`src/rtl/trap_sequencer_if.sv`:
```
// Redirect/flush bus between the trap sequencer (master) and the hazard unit / PC mux (slave).
interface trap_sequencer_if #(
  parameter int W = 64
);
  logic         flush;
  logic         redirect_valid;
  logic [W-1:0] redirect_pc;
  logic         redirect_ack;

  modport master (
    output flush,
    output redirect_valid,
    output redirect_pc,
    input  redirect_ack
  );

  modport slave (
    input  flush,
    input  redirect_valid,
    input  redirect_pc,
    output redirect_ack
  );
endinterface

```
`src/rtl/trap_sequencer.sv`:
```
// Trap sequencer: carries F-stage exceptions down to E, resolves priority, and runs trap entry / MRET return.
// Optional macro TRAP_SEQ_DOUBLE_FAULT_EN adds o_double_fault and a terminal HALT state.
module trap_sequencer #(
  parameter logic [1:0] XLEN      = 2'd2,
  parameter int         CODE_W    = 4,
  parameter int         FLUSH_CYC = 2,
  localparam int        W         = 1 << (XLEN + 4)
) (
  input  logic              i_clk,
  input  logic              i_rst_n,
  input  logic              i_stall_fd,
  input  logic              i_bubble_e,
  input  logic              i_exc_valid_f,
  input  logic [CODE_W-1:0] i_exc_code_f,
  input  logic [W-1:0]      i_tval_f,
  input  logic [W-1:0]      i_pc_e,
  input  logic              i_exc_valid_e,
  input  logic [CODE_W-1:0] i_exc_code_e,
  input  logic [W-1:0]      i_tval_e,
  input  logic              i_mret_e,
  input  logic [W-1:0]      i_mtvec,
  trap_sequencer_if.master  rd,
  output logic [W-1:0]      o_mepc,
  output logic [W-1:0]      o_mtval,
  output logic [CODE_W-1:0] o_mcause,
  output logic [1:0]        o_priv,
  output logic [1:0]        o_mpp,
`ifdef TRAP_SEQ_DOUBLE_FAULT_EN
  output logic              o_double_fault,
`endif
  output logic              o_busy
);

  localparam logic [1:0] S_IDLE     = 2'd0;
  localparam logic [1:0] S_FLUSH    = 2'd1;
  localparam logic [1:0] S_REDIRECT = 2'd2;
`ifdef TRAP_SEQ_DOUBLE_FAULT_EN
  localparam logic [1:0] S_HALT     = 2'd3;
`endif

  localparam logic [1:0] PRIV_M     = 2'b11;
  localparam logic [1:0] PRIV_U     = 2'b00;
  localparam logic [2:0] FLUSH_INIT = 3'(FLUSH_CYC);

  function automatic logic [W-1:0] align4(input logic [W-1:0] a);
    return a & ~W'(3);
  endfunction

  logic [1:0]        r_state;
  logic [2:0]        r_cnt;
  logic [W-1:0]      r_target;
  logic [W-1:0]      r_mepc;
  logic [W-1:0]      r_mtval;
  logic [CODE_W-1:0] r_mcause;
  logic [1:0]        r_priv;
  logic [1:0]        r_mpp;

  logic              r_vld_p0;
  logic [CODE_W-1:0] r_code_p0;
  logic [W-1:0]      r_tval_p0;
  logic              r_vld_p1;
  logic [CODE_W-1:0] r_code_p1;
  logic [W-1:0]      r_tval_p1;

  logic              w_flush;
  logic              w_req;
  logic [CODE_W-1:0] w_code;
  logic [W-1:0]      w_tval;
  logic [W-1:0]      w_base;

  // F->D (p0) and D->E (p1) exception pipe; flush dominates stall, bubble squashes entry into E
  always_ff @(posedge i_clk or negedge i_rst_n) begin
    if (!i_rst_n) begin
      r_vld_p0  <= 1'b0;
      r_code_p0 <= '0;
      r_tval_p0 <= '0;
      r_vld_p1  <= 1'b0;
      r_code_p1 <= '0;
      r_tval_p1 <= '0;
    end else begin
      if (w_flush) begin
        r_vld_p0 <= 1'b0;
        r_vld_p1 <= 1'b0;
      end else if (!i_stall_fd) begin
        r_vld_p0 <= i_exc_valid_f;
        r_vld_p1 <= r_vld_p0 & ~i_bubble_e;
      end else if (i_bubble_e) begin
        r_vld_p1 <= 1'b0;
      end
      if (!i_stall_fd) begin
        r_code_p0 <= i_exc_code_f;
        r_tval_p0 <= i_tval_f;
        r_code_p1 <= r_code_p0;
        r_tval_p1 <= r_tval_p0;
      end
    end
  end

  // E stage: an F-origin exception belongs to an older event of the same instruction, so it wins
  assign w_req  = r_vld_p1 | i_exc_valid_e;
  assign w_code = r_vld_p1 ? r_code_p1 : i_exc_code_e;
  assign w_tval = r_vld_p1 ? r_tval_p1 : i_tval_e;
  assign w_base = align4(i_mtvec);

`ifdef TRAP_SEQ_DOUBLE_FAULT_EN
  logic r_in_trap;
  logic r_dfault;
  logic w_nested;

  // A fault raised by the handler's first instruction would loop forever through mtvec
  assign w_nested = w_req & r_in_trap & (r_priv == PRIV_M) & (i_pc_e == w_base);
`endif

  always_ff @(posedge i_clk or negedge i_rst_n) begin
    if (!i_rst_n) begin
      r_state  <= S_IDLE;
      r_cnt    <= '0;
      r_target <= '0;
      r_mepc   <= '0;
      r_mtval  <= '0;
      r_mcause <= '0;
      r_priv   <= PRIV_M;
      r_mpp    <= PRIV_U;
`ifdef TRAP_SEQ_DOUBLE_FAULT_EN
      r_in_trap <= 1'b0;
      r_dfault  <= 1'b0;
`endif
    end else begin
      case (r_state)
        S_IDLE: begin
`ifdef TRAP_SEQ_DOUBLE_FAULT_EN
          if (w_nested) begin
            r_dfault <= 1'b1;
            r_state  <= S_HALT;
          end else
`endif
          if (w_req) begin
            r_mepc   <= i_pc_e;
            r_mcause <= w_code;
            r_mtval  <= w_tval;
            r_mpp    <= r_priv;
            r_priv   <= PRIV_M;
            r_target <= w_base;
            r_cnt    <= FLUSH_INIT;
            r_state  <= S_FLUSH;
`ifdef TRAP_SEQ_DOUBLE_FAULT_EN
            r_in_trap <= 1'b1;
`endif
          end else if (i_mret_e) begin
            r_priv   <= r_mpp;
            r_mpp    <= PRIV_U;
            r_target <= r_mepc;
            r_cnt    <= FLUSH_INIT;
            r_state  <= S_FLUSH;
`ifdef TRAP_SEQ_DOUBLE_FAULT_EN
            r_in_trap <= 1'b0;
`endif
          end
        end
        S_FLUSH: begin
`ifdef TRAP_SEQ_DOUBLE_FAULT_EN
          if (w_req) begin
            r_dfault <= 1'b1;
            r_state  <= S_HALT;
          end else
`endif
          if (r_cnt <= 3'd1) begin
            r_state <= S_REDIRECT;
          end else begin
            r_cnt <= 3'(r_cnt - 3'd1);
          end
        end
        S_REDIRECT: begin
`ifdef TRAP_SEQ_DOUBLE_FAULT_EN
          if (w_req) begin
            r_dfault <= 1'b1;
            r_state  <= S_HALT;
          end else
`endif
          if (rd.redirect_ack) begin
            r_state <= S_IDLE;
          end
        end
`ifdef TRAP_SEQ_DOUBLE_FAULT_EN
        S_HALT: r_state <= S_HALT;
`endif
        default: r_state <= S_IDLE;
      endcase
    end
  end

`ifdef TRAP_SEQ_DOUBLE_FAULT_EN
  assign w_flush        = (r_state == S_FLUSH) | (r_state == S_HALT);
  assign o_double_fault = r_dfault;
`else
  assign w_flush = (r_state == S_FLUSH);
`endif

  assign rd.flush          = w_flush;
  assign rd.redirect_valid = (r_state == S_REDIRECT);
  assign rd.redirect_pc    = r_target;

  assign o_mepc   = r_mepc;
  assign o_mtval  = r_mtval;
  assign o_mcause = r_mcause;
  assign o_priv   = r_priv;
  assign o_mpp    = r_mpp;
  assign o_busy   = (r_state != S_IDLE);

endmodule

```
`src/flat_wrapper.sv`:
```
// flat-port wrapper written by rule: the top's interface ports become plain ports
module trap_sequencer_flat 
#(
  parameter logic [1:0] XLEN      = 2'd2,
  parameter int         CODE_W    = 4,
  parameter int         FLUSH_CYC = 2,
  localparam int        W         = 1 << (XLEN + 4)
)
  (i_clk, i_rst_n, i_stall_fd, i_bubble_e, i_exc_valid_f, i_exc_code_f, i_tval_f, i_pc_e, i_exc_valid_e, i_exc_code_e, i_tval_e, i_mret_e, i_mtvec, o_mepc, o_mtval, o_mcause, o_priv, o_mpp, o_busy, rd_flush, rd_redirect_valid, rd_redirect_pc, rd_redirect_ack);
  trap_sequencer_if #(.W((64))) rd_i ();
  input  logic i_clk;
  input  logic i_rst_n;
  input  logic i_stall_fd;
  input  logic i_bubble_e;
  input  logic i_exc_valid_f;
  input  logic [CODE_W-1:0] i_exc_code_f;
  input  logic [W-1:0] i_tval_f;
  input  logic [W-1:0] i_pc_e;
  input  logic i_exc_valid_e;
  input  logic [CODE_W-1:0] i_exc_code_e;
  input  logic [W-1:0] i_tval_e;
  input  logic i_mret_e;
  input  logic [W-1:0] i_mtvec;
  output logic [W-1:0] o_mepc;
  output logic [W-1:0] o_mtval;
  output logic [CODE_W-1:0] o_mcause;
  output logic [1:0] o_priv;
  output logic [1:0] o_mpp;
  output logic o_busy;
  output wire logic [$bits(rd_i.flush)-1:0] rd_flush;
  output wire logic [$bits(rd_i.redirect_valid)-1:0] rd_redirect_valid;
  output wire logic [$bits(rd_i.redirect_pc)-1:0] rd_redirect_pc;
  input wire logic [$bits(rd_i.redirect_ack)-1:0] rd_redirect_ack;
  assign rd_flush = rd_i.flush;
  assign rd_redirect_valid = rd_i.redirect_valid;
  assign rd_redirect_pc = rd_i.redirect_pc;
  assign rd_i.redirect_ack = rd_redirect_ack;
  trap_sequencer #(.XLEN(XLEN), .CODE_W(CODE_W), .FLUSH_CYC(FLUSH_CYC)) u_core (.i_clk(i_clk), .i_rst_n(i_rst_n), .i_stall_fd(i_stall_fd), .i_bubble_e(i_bubble_e), .i_exc_valid_f(i_exc_valid_f), .i_exc_code_f(i_exc_code_f), .i_tval_f(i_tval_f), .i_pc_e(i_pc_e), .i_exc_valid_e(i_exc_valid_e), .i_exc_code_e(i_exc_code_e), .i_tval_e(i_tval_e), .i_mret_e(i_mret_e), .i_mtvec(i_mtvec), .rd(rd_i), .o_mepc(o_mepc), .o_mtval(o_mtval), .o_mcause(o_mcause), .o_priv(o_priv), .o_mpp(o_mpp), .o_busy(o_busy));
endmodule
```
`config.mk`:
```
export PLATFORM = sky130hd
export DESIGN_NAME = trap_sequencer_flat
export DESIGN_NICKNAME = d
export VERILOG_FILES = /design/src/rtl/trap_sequencer_if.sv /design/src/rtl/trap_sequencer.sv /design/src/flat_wrapper.sv
export SDC_FILE = /design/constraint.sdc
export NUM_CORES = 1
export LEC_CHECK = 0
export ABC_CLOCK_PERIOD_IN_PS = 2400
export BUFFER_PORTS_ARGS = -buffer_cell sky130_fd_sc_hd__buf_2
export CAP_MARGIN = 30
export CORE_AREA = 4 4 183 185
export DETAILED_ROUTE_END_ITERATION = 8
export DIE_AREA = 0 0 187 189
export HOLD_SLACK_MARGIN = 0.12
export PLACE_DENSITY_LB_ADDON = 0.12
export SYNTH_ARGS = -nofsm -noshare
export SYNTH_HDL_FRONTEND = slang
export SYNTH_SLANG_ARGS = --single-unit
```
`constraint.sdc`:
```
create_clock -name i_clk -period 2.4 [get_ports i_clk]
set_clock_uncertainty 0.15 [all_clocks]
set_input_delay 0.12 -clock i_clk [delete_from_list [all_inputs] [get_ports i_clk]]
set_output_delay 0.12 -clock i_clk [all_outputs]
set_load 0.05 [all_outputs]
```
* After elaboration in Yosys (flattened, before gate mapping)
Cells that the tools add are included.
** Storage, ports and cells
- Flip-flop bits (word level) :: 343
- Logic and storage cells :: 57
** Operators by class
- Mux-type cells :: 22
- Bitwise gates (word level) :: 3
- Add/subtract/negate cells :: 1
- Equality and inequality tests :: 8
- Reduce and logical (&&, ||, !) cells :: 8
- Magnitude comparators :: 1
** Operator list (number)
- two-way mux 64 bit :: 3
- two-way mux 2 bit :: 8
- two-way mux 3 bit :: 3
- != test 2 x 1 -> 1 bit, second input constant :: 3
- one-hot mux 2 bit (3 select lines) :: 1
- one-hot mux 3 bit (2 select lines) :: 1
- AND reduction 3 bit :: 2
- nonzero test 2 bit :: 3
- two-way mux 1 bit :: 5
- two-way mux 4 bit :: 1
- AND reduction 2 bit :: 2
- less-or-equal comparator 3 x 1 -> 1 bit, second input constant :: 1
- != test 3 x 1 -> 1 bit, second input constant :: 1
- != test 3 x 2 -> 1 bit, second input constant :: 1
- subtractor 3 x 1 -> 3 bit, second input constant :: 1
- equality test 2 x 1 -> 1 bit, second input constant :: 1
- equality test 2 bit, second input constant :: 1
- logical NOT 2 bit :: 1
- != test 2 bit, second input constant :: 1
- AND 1 bit :: 1
- inverter 1 bit :: 1
- bitwise OR 1 bit :: 1

* Logic depth before layout (Yosys ltp)
- Depth after elaboration :: 4
- Depth in mapped cells :: 7
- Gate-level depth less buffers :: 5

* Worst setup path after synthesis
OpenSTA, ideal clock, no wires.
- Kind :: register to register
- From :: register u_core.r_state[0]
- To :: register u_core.r_mepc[25], in the netlist u_core.o_mepc[25]
- Arrival :: 1.445 ns
- Path buffers :: 3
- Clock period less this slack :: 1.722 ns
- Setup time :: 0.127 ns
- Cell stages (with the launch flop) :: 8
- Path slack :: 0.678 ns
- Path through :: dfrtp_1 > nor2_4 > inv_2 > buf_6 > nor2_4 > buf_6 > buf_6 > mux2_1
** Between the ends
- Longest elaborated chain between the ends :: 2
** Ends and longest elaborated chain
- from (decl) :: line trap_sequencer.sv:49 : logic [1:0] r_state;
- from (signal assigned) :: line trap_sequencer.sv:116 : r_state <= S_IDLE;
- from (signal assigned) :: line trap_sequencer.sv:145 : r_state <= S_FLUSH;
- from (signal assigned) :: line trap_sequencer.sv:154 : r_state <= S_FLUSH;
- logical NOT 2 bit :: line trap_sequencer.sv:129 : case (r_state)
- AND reduction 2 bit (no line)
- to (signal assigned) :: line trap_sequencer.sv:138 : r_mepc <= i_pc_e;
- to (decl) :: line trap_sequencer.sv:52 : logic [W-1:0] r_mepc;
Every way passes these cells.
A chain may end at the register's enable or synchronous reset.

* Worst setup path after layout
- From :: register u_core.r_vld_p1
- To :: register u_core.r_target[45], in the netlist u_core.rd.redirect_pc[45]
** Between the ends
- Longest elaborated chain between the ends :: 3
- Elaborated cells on any way between the ends :: 4
** Ends and longest elaborated chain
- from (decl) :: line trap_sequencer.sv:61 : logic r_vld_p1;
- from (signal assigned) :: line trap_sequencer.sv:86 : r_vld_p1 <= r_vld_p0 & ~i_bubble_e;
- bitwise OR 1 bit (*) :: line trap_sequencer.sv:100 : assign w_req = r_vld_p1 | i_exc_valid_e;
- nonzero test 2 bit (no line)
- AND reduction 2 bit (no line)
- to (signal assigned) :: line trap_sequencer.sv:143 : r_target <= w_base;
- to (signal assigned) :: line trap_sequencer.sv:152 : r_target <= r_mepc;
- to (decl) :: line trap_sequencer.sv:51 : logic [W-1:0] r_target;
Every way passes the cells marked *; elsewhere a longest branch is shown, timed or not.

==> flow_summary.json <==
{
  "slew_headroom_pct": 57.7,
  "clkSinkCount": 343,
  "synth_top_cell_by_area": "dfrtp_1",
  "synth_seq_cells": 343,
  "post-route-min-period_ns": 2.27,
  "worst-path-max-fanout": 18,
  "drt_iter0_markers": 515,
  "fin_crit_sh_pct": 94.4,
  "synth_nets": 1332,
  "rsz0062_at_grt": "no",
  "yosys.area_share.xor_xnor_pct": 0,
  "grt_first_pass_wirelength_mm": 70.6,
  "hpwlAfterDp_mm": 28.1,
  "track_usage_pct": 24.8,
  "fin_nets": 2097,
  "wl_met3_mm": 2.86,
  "fin_cells": 2260,
  "dp.cells": 1885,
  "finalHoldViolCount": 0,
  "ys_types": 34,
  "max_stage_delay_ns": 0.60,
  "synth_top_family_by_area": "multiplexers",
  "synth_seq_area_share_pct": 60.4,
  "wl_met2_mm": 22.1,
  "end_kind": "flip-flop",
  "synth_simple_gate_area_share_pct": 0.766,
  "cts.htree.levels": 2,
  "fin_area_um2": 21400,
  "gr-total-overflow": 0,
  "cp_num_buf_inv": 1,
  "synth_area_leaders": "dfrtp_1 60%, mux2_2 13%, mux2i_1 9.4%",
  "clock_latency_ns": 0.51,
  "fp-row-count": 66,
  "drtPass1Iterations": 4,
  "synthCells": 1058,
  "dpl_cell_area_um2": 17100,
  "r2r_slack_ns": 0.13,
  "crit_slowest_cell": "dlygate4sd3_1",
  "critPathArrivalTime_ns": 2.48,
  "status": "finished clean",
  "drc_errors": 0,
  "worstPathRequired_ns": 2.62,
  "max_freq_ghz": 0.441,
  "start_kind": "flip-flop",
  "hp-class": "primary input to flip-flop",
  "holdPathEnd": "u_core.r_vld_p1",
  "setup_viol": 0,
  "port-buffer-count": 472,
  "critPathKind": "flip-flop to flip-flop",
  "final_max_slew_viol_count": 0,
  "cts_tree": "done",
  "reg2reg_from": "u_core.r_vld_p1",
  "ctsResizeCount": 0,
  "cts.clk_slew.worst_paths_ns": 0.06,
  "start_util_pct": 44.4,
  "cp_top_family": "buffers and inverters",
  "syn-cell-area_um2": 14200,
  "area_growth_pct": 50.5,
  "hold_depth": 3,
  "yosysWarnings": 0,
  "drv_cap": 0,
  "grt_max_degree": 137,
  "yosysTopAreaCellShare_pct": 60.0,
  "reg2reg_to": "u_core.rd.redirect_pc[45]",
  "core_area_um2": 32000,
  "clockBufferDepth": 3,
  "synthMuxAreaShare_pct": 25.2,
  "antenna_found_initial": 7,
  "ant_nets": 0,
  "cts-root-buf": "clkbuf_16",
  "wl_met1_mm": 17.7,
  "path_cells": "nor2_8, mux2i_1, dlygate4sd3_1, o21ai_0",
  "fin_setup_tns_ns": 0,
  "hold_path.startpoint": "i_bubble_e",
  "ir_drop_v": 0.000794,
  "die_area_um2": 35300,
  "grt_pass1_vias": 12542,
  "powerDensity_nw_per_um2": 1290,
  "synth_compound_area_share_pct": 10.1,
  "num_vias": 11761,
  "drt-total-wl_mm": 44.7,
  "power_leakage_nw": 9.86,
  "cts_buffers": 38,
  "synthAdderAreaFrac_pct": 0.176,
  "r2r_cells": 4,
  "synth.avg_cell_area_um2": 13.4,
  "via_per_inst": 5.20,
  "worstMarginPinSlew_ns": 0.635,
  "fillers": 2405,
  "io_pins": 475,
  "final_layout_size_suffix_gt1_share_pct": 39.4,
  "die_x_um": 187,
  "wl_per_cell_um": 19.8,
  "place.gp.congestion": 0.845,
  "routed.top_layer": "met4",
  "die_y_um": 189
}
## worst register-to-register path: cells and delay by family, from the launching register on
family,cells,cell delay [ns]
compound gates,1,0.08
flops,1,0.54
simple gates,1,0.45
buf+inv,1,0.60
mux,1,0.31
## state kept, by name, summed over array words and instances, names as in the netlist
signal                 cells
u_core.r_tval_p1          64
u_core.o_mpp               2
u_core.o_priv              2
u_core.r_tval_p0          64
u_core.o_mtval            64
u_core.r_vld_p0            1
u_core.r_state             2
u_core.rd.redirect_pc     64
u_core.r_code_p0           4
u_core.o_mcause            4
u_core.r_cnt               3
u_core.o_mepc             64
u_core.r_vld_p1            1
u_core.r_code_p1           4
## cell usage in the layout, fill, tap and decap left out, types with 2 or more instances in the layout
cell           count
a22o_1             2
ha_1               2
dfrtp_1          340
nand2b_1           2
mux2i_1          133
dlygate4sd3_1    305
buf_4             11
clkinv_2           3
o21bai_1           2
o31a_1             2
o21ai_1           14
diode_2            7
mux2_2           162
buf_12            16
clkbuf_16         39
nand2_1            3
dfstp_2            2
bufinv_16          3
o21ai_0          253
buf_2            470
clkbuf_8           7
inv_1              6
mux2_1            38
clkbuf_1           9
nor2_4             2
## power by group
group,internal [mW],switching (mW)
clock network,3.50,2.23
logic,3.45,9.46
registers,7.80,1.15
total,14.7,12.8
## cell usage after synthesis, drive strengths merged
master  count
nand4b      1
nand2b      2
clkbuf     34
a21oi       1
dfstp       2
dfrtp     341
mux2      200
a21boi      1
o32ai       1
a22o        2
o221ai      1
buf        46
o31a        2
mux2i     133
nor3        2
nor2        4
inv         7
nand2       4
ha          2
o21ba       1
o21bai      2
o21ai     268
or2         1
## metal layers
metal | up-vias | track usage (%)
li1 | 5346 | -
met1 | 5862 | 30.2
met2 | 439 | 42.2
met3 | 114 | 5.88
met4 | 0 | 11.1
met5 | - | 0
## logic make-up after synthesis
logic type / Yosys count
adder cells (fa/ha/maj): 2
AO/OA/AOI/OAI: 279
buffers and inverters: 87
AND/OR/NAND/NOR: 14
flip-flops: 343
multiplexers: 333
## cell type report
cell class / instances / area, um^2 / share of cell area [%]
sequential: 343 / 8590 / 40.1
clock inverter: 7 / 114 / 0.532
antenna: 7 / 17.5 / 0.0819
inverter: 7 / 28.8 / 0.135
multi-input combinational: 628 / 5170 / 24.1
timing repair buffer: 805 / 5860 / 27.4
tap: 408 / 510 / 2.39
clock buffer: 55 / 1110 / 5.17
## how the worst max path moves through the flow
stage | start | to | slack [ns] | cells after the start
4_1_cts | u_core.r_vld_p1 | u_core.rd.redirect_pc[2] | 0.11 | 4
2_1_floorplan | u_core.r_state[0] | u_core.o_mepc[25] | 0.68 | 7
3_5_place_dp | u_core.r_vld_p1 | u_core.o_mepc[41] | 0.44 | 4
5_1_grt | u_core.r_vld_p1 | u_core.rd.redirect_pc[2] | 0.03 | 4
3_3_place_gp | u_core.r_vld_p1 | u_core.rd.redirect_pc[29] | 0.47 | 4
6_report | u_core.r_vld_p1 | u_core.rd.redirect_pc[45] | 0.13 | 4
## metrics by stage
stage / hold slack, ns / power (mW) / util, % / setup slack, ns
3_5_place_dp: -0.0588 / 21.4 / 53.3 / 0.443
2_1_floorplan: -0.326 / 17.8 / - / 0.678
5_1_grt: 0.192 / 28.9 / 66.8 / 0.0321
4_1_cts: 0.156 / 27.7 / 66.7 / 0.107
3_3_place_gp: -0.0578 / 21.2 / 53.3 / 0.471
6_report: 0.175 / 27.6 / 66.8 / 0.134
## timing repair
action                                 4_1_cts  5_1_grt
endpoints found under the hold margin      639        0
setup buffers                                0        0
hold buffers                               306        0
(Power assumes the default switching activity.)
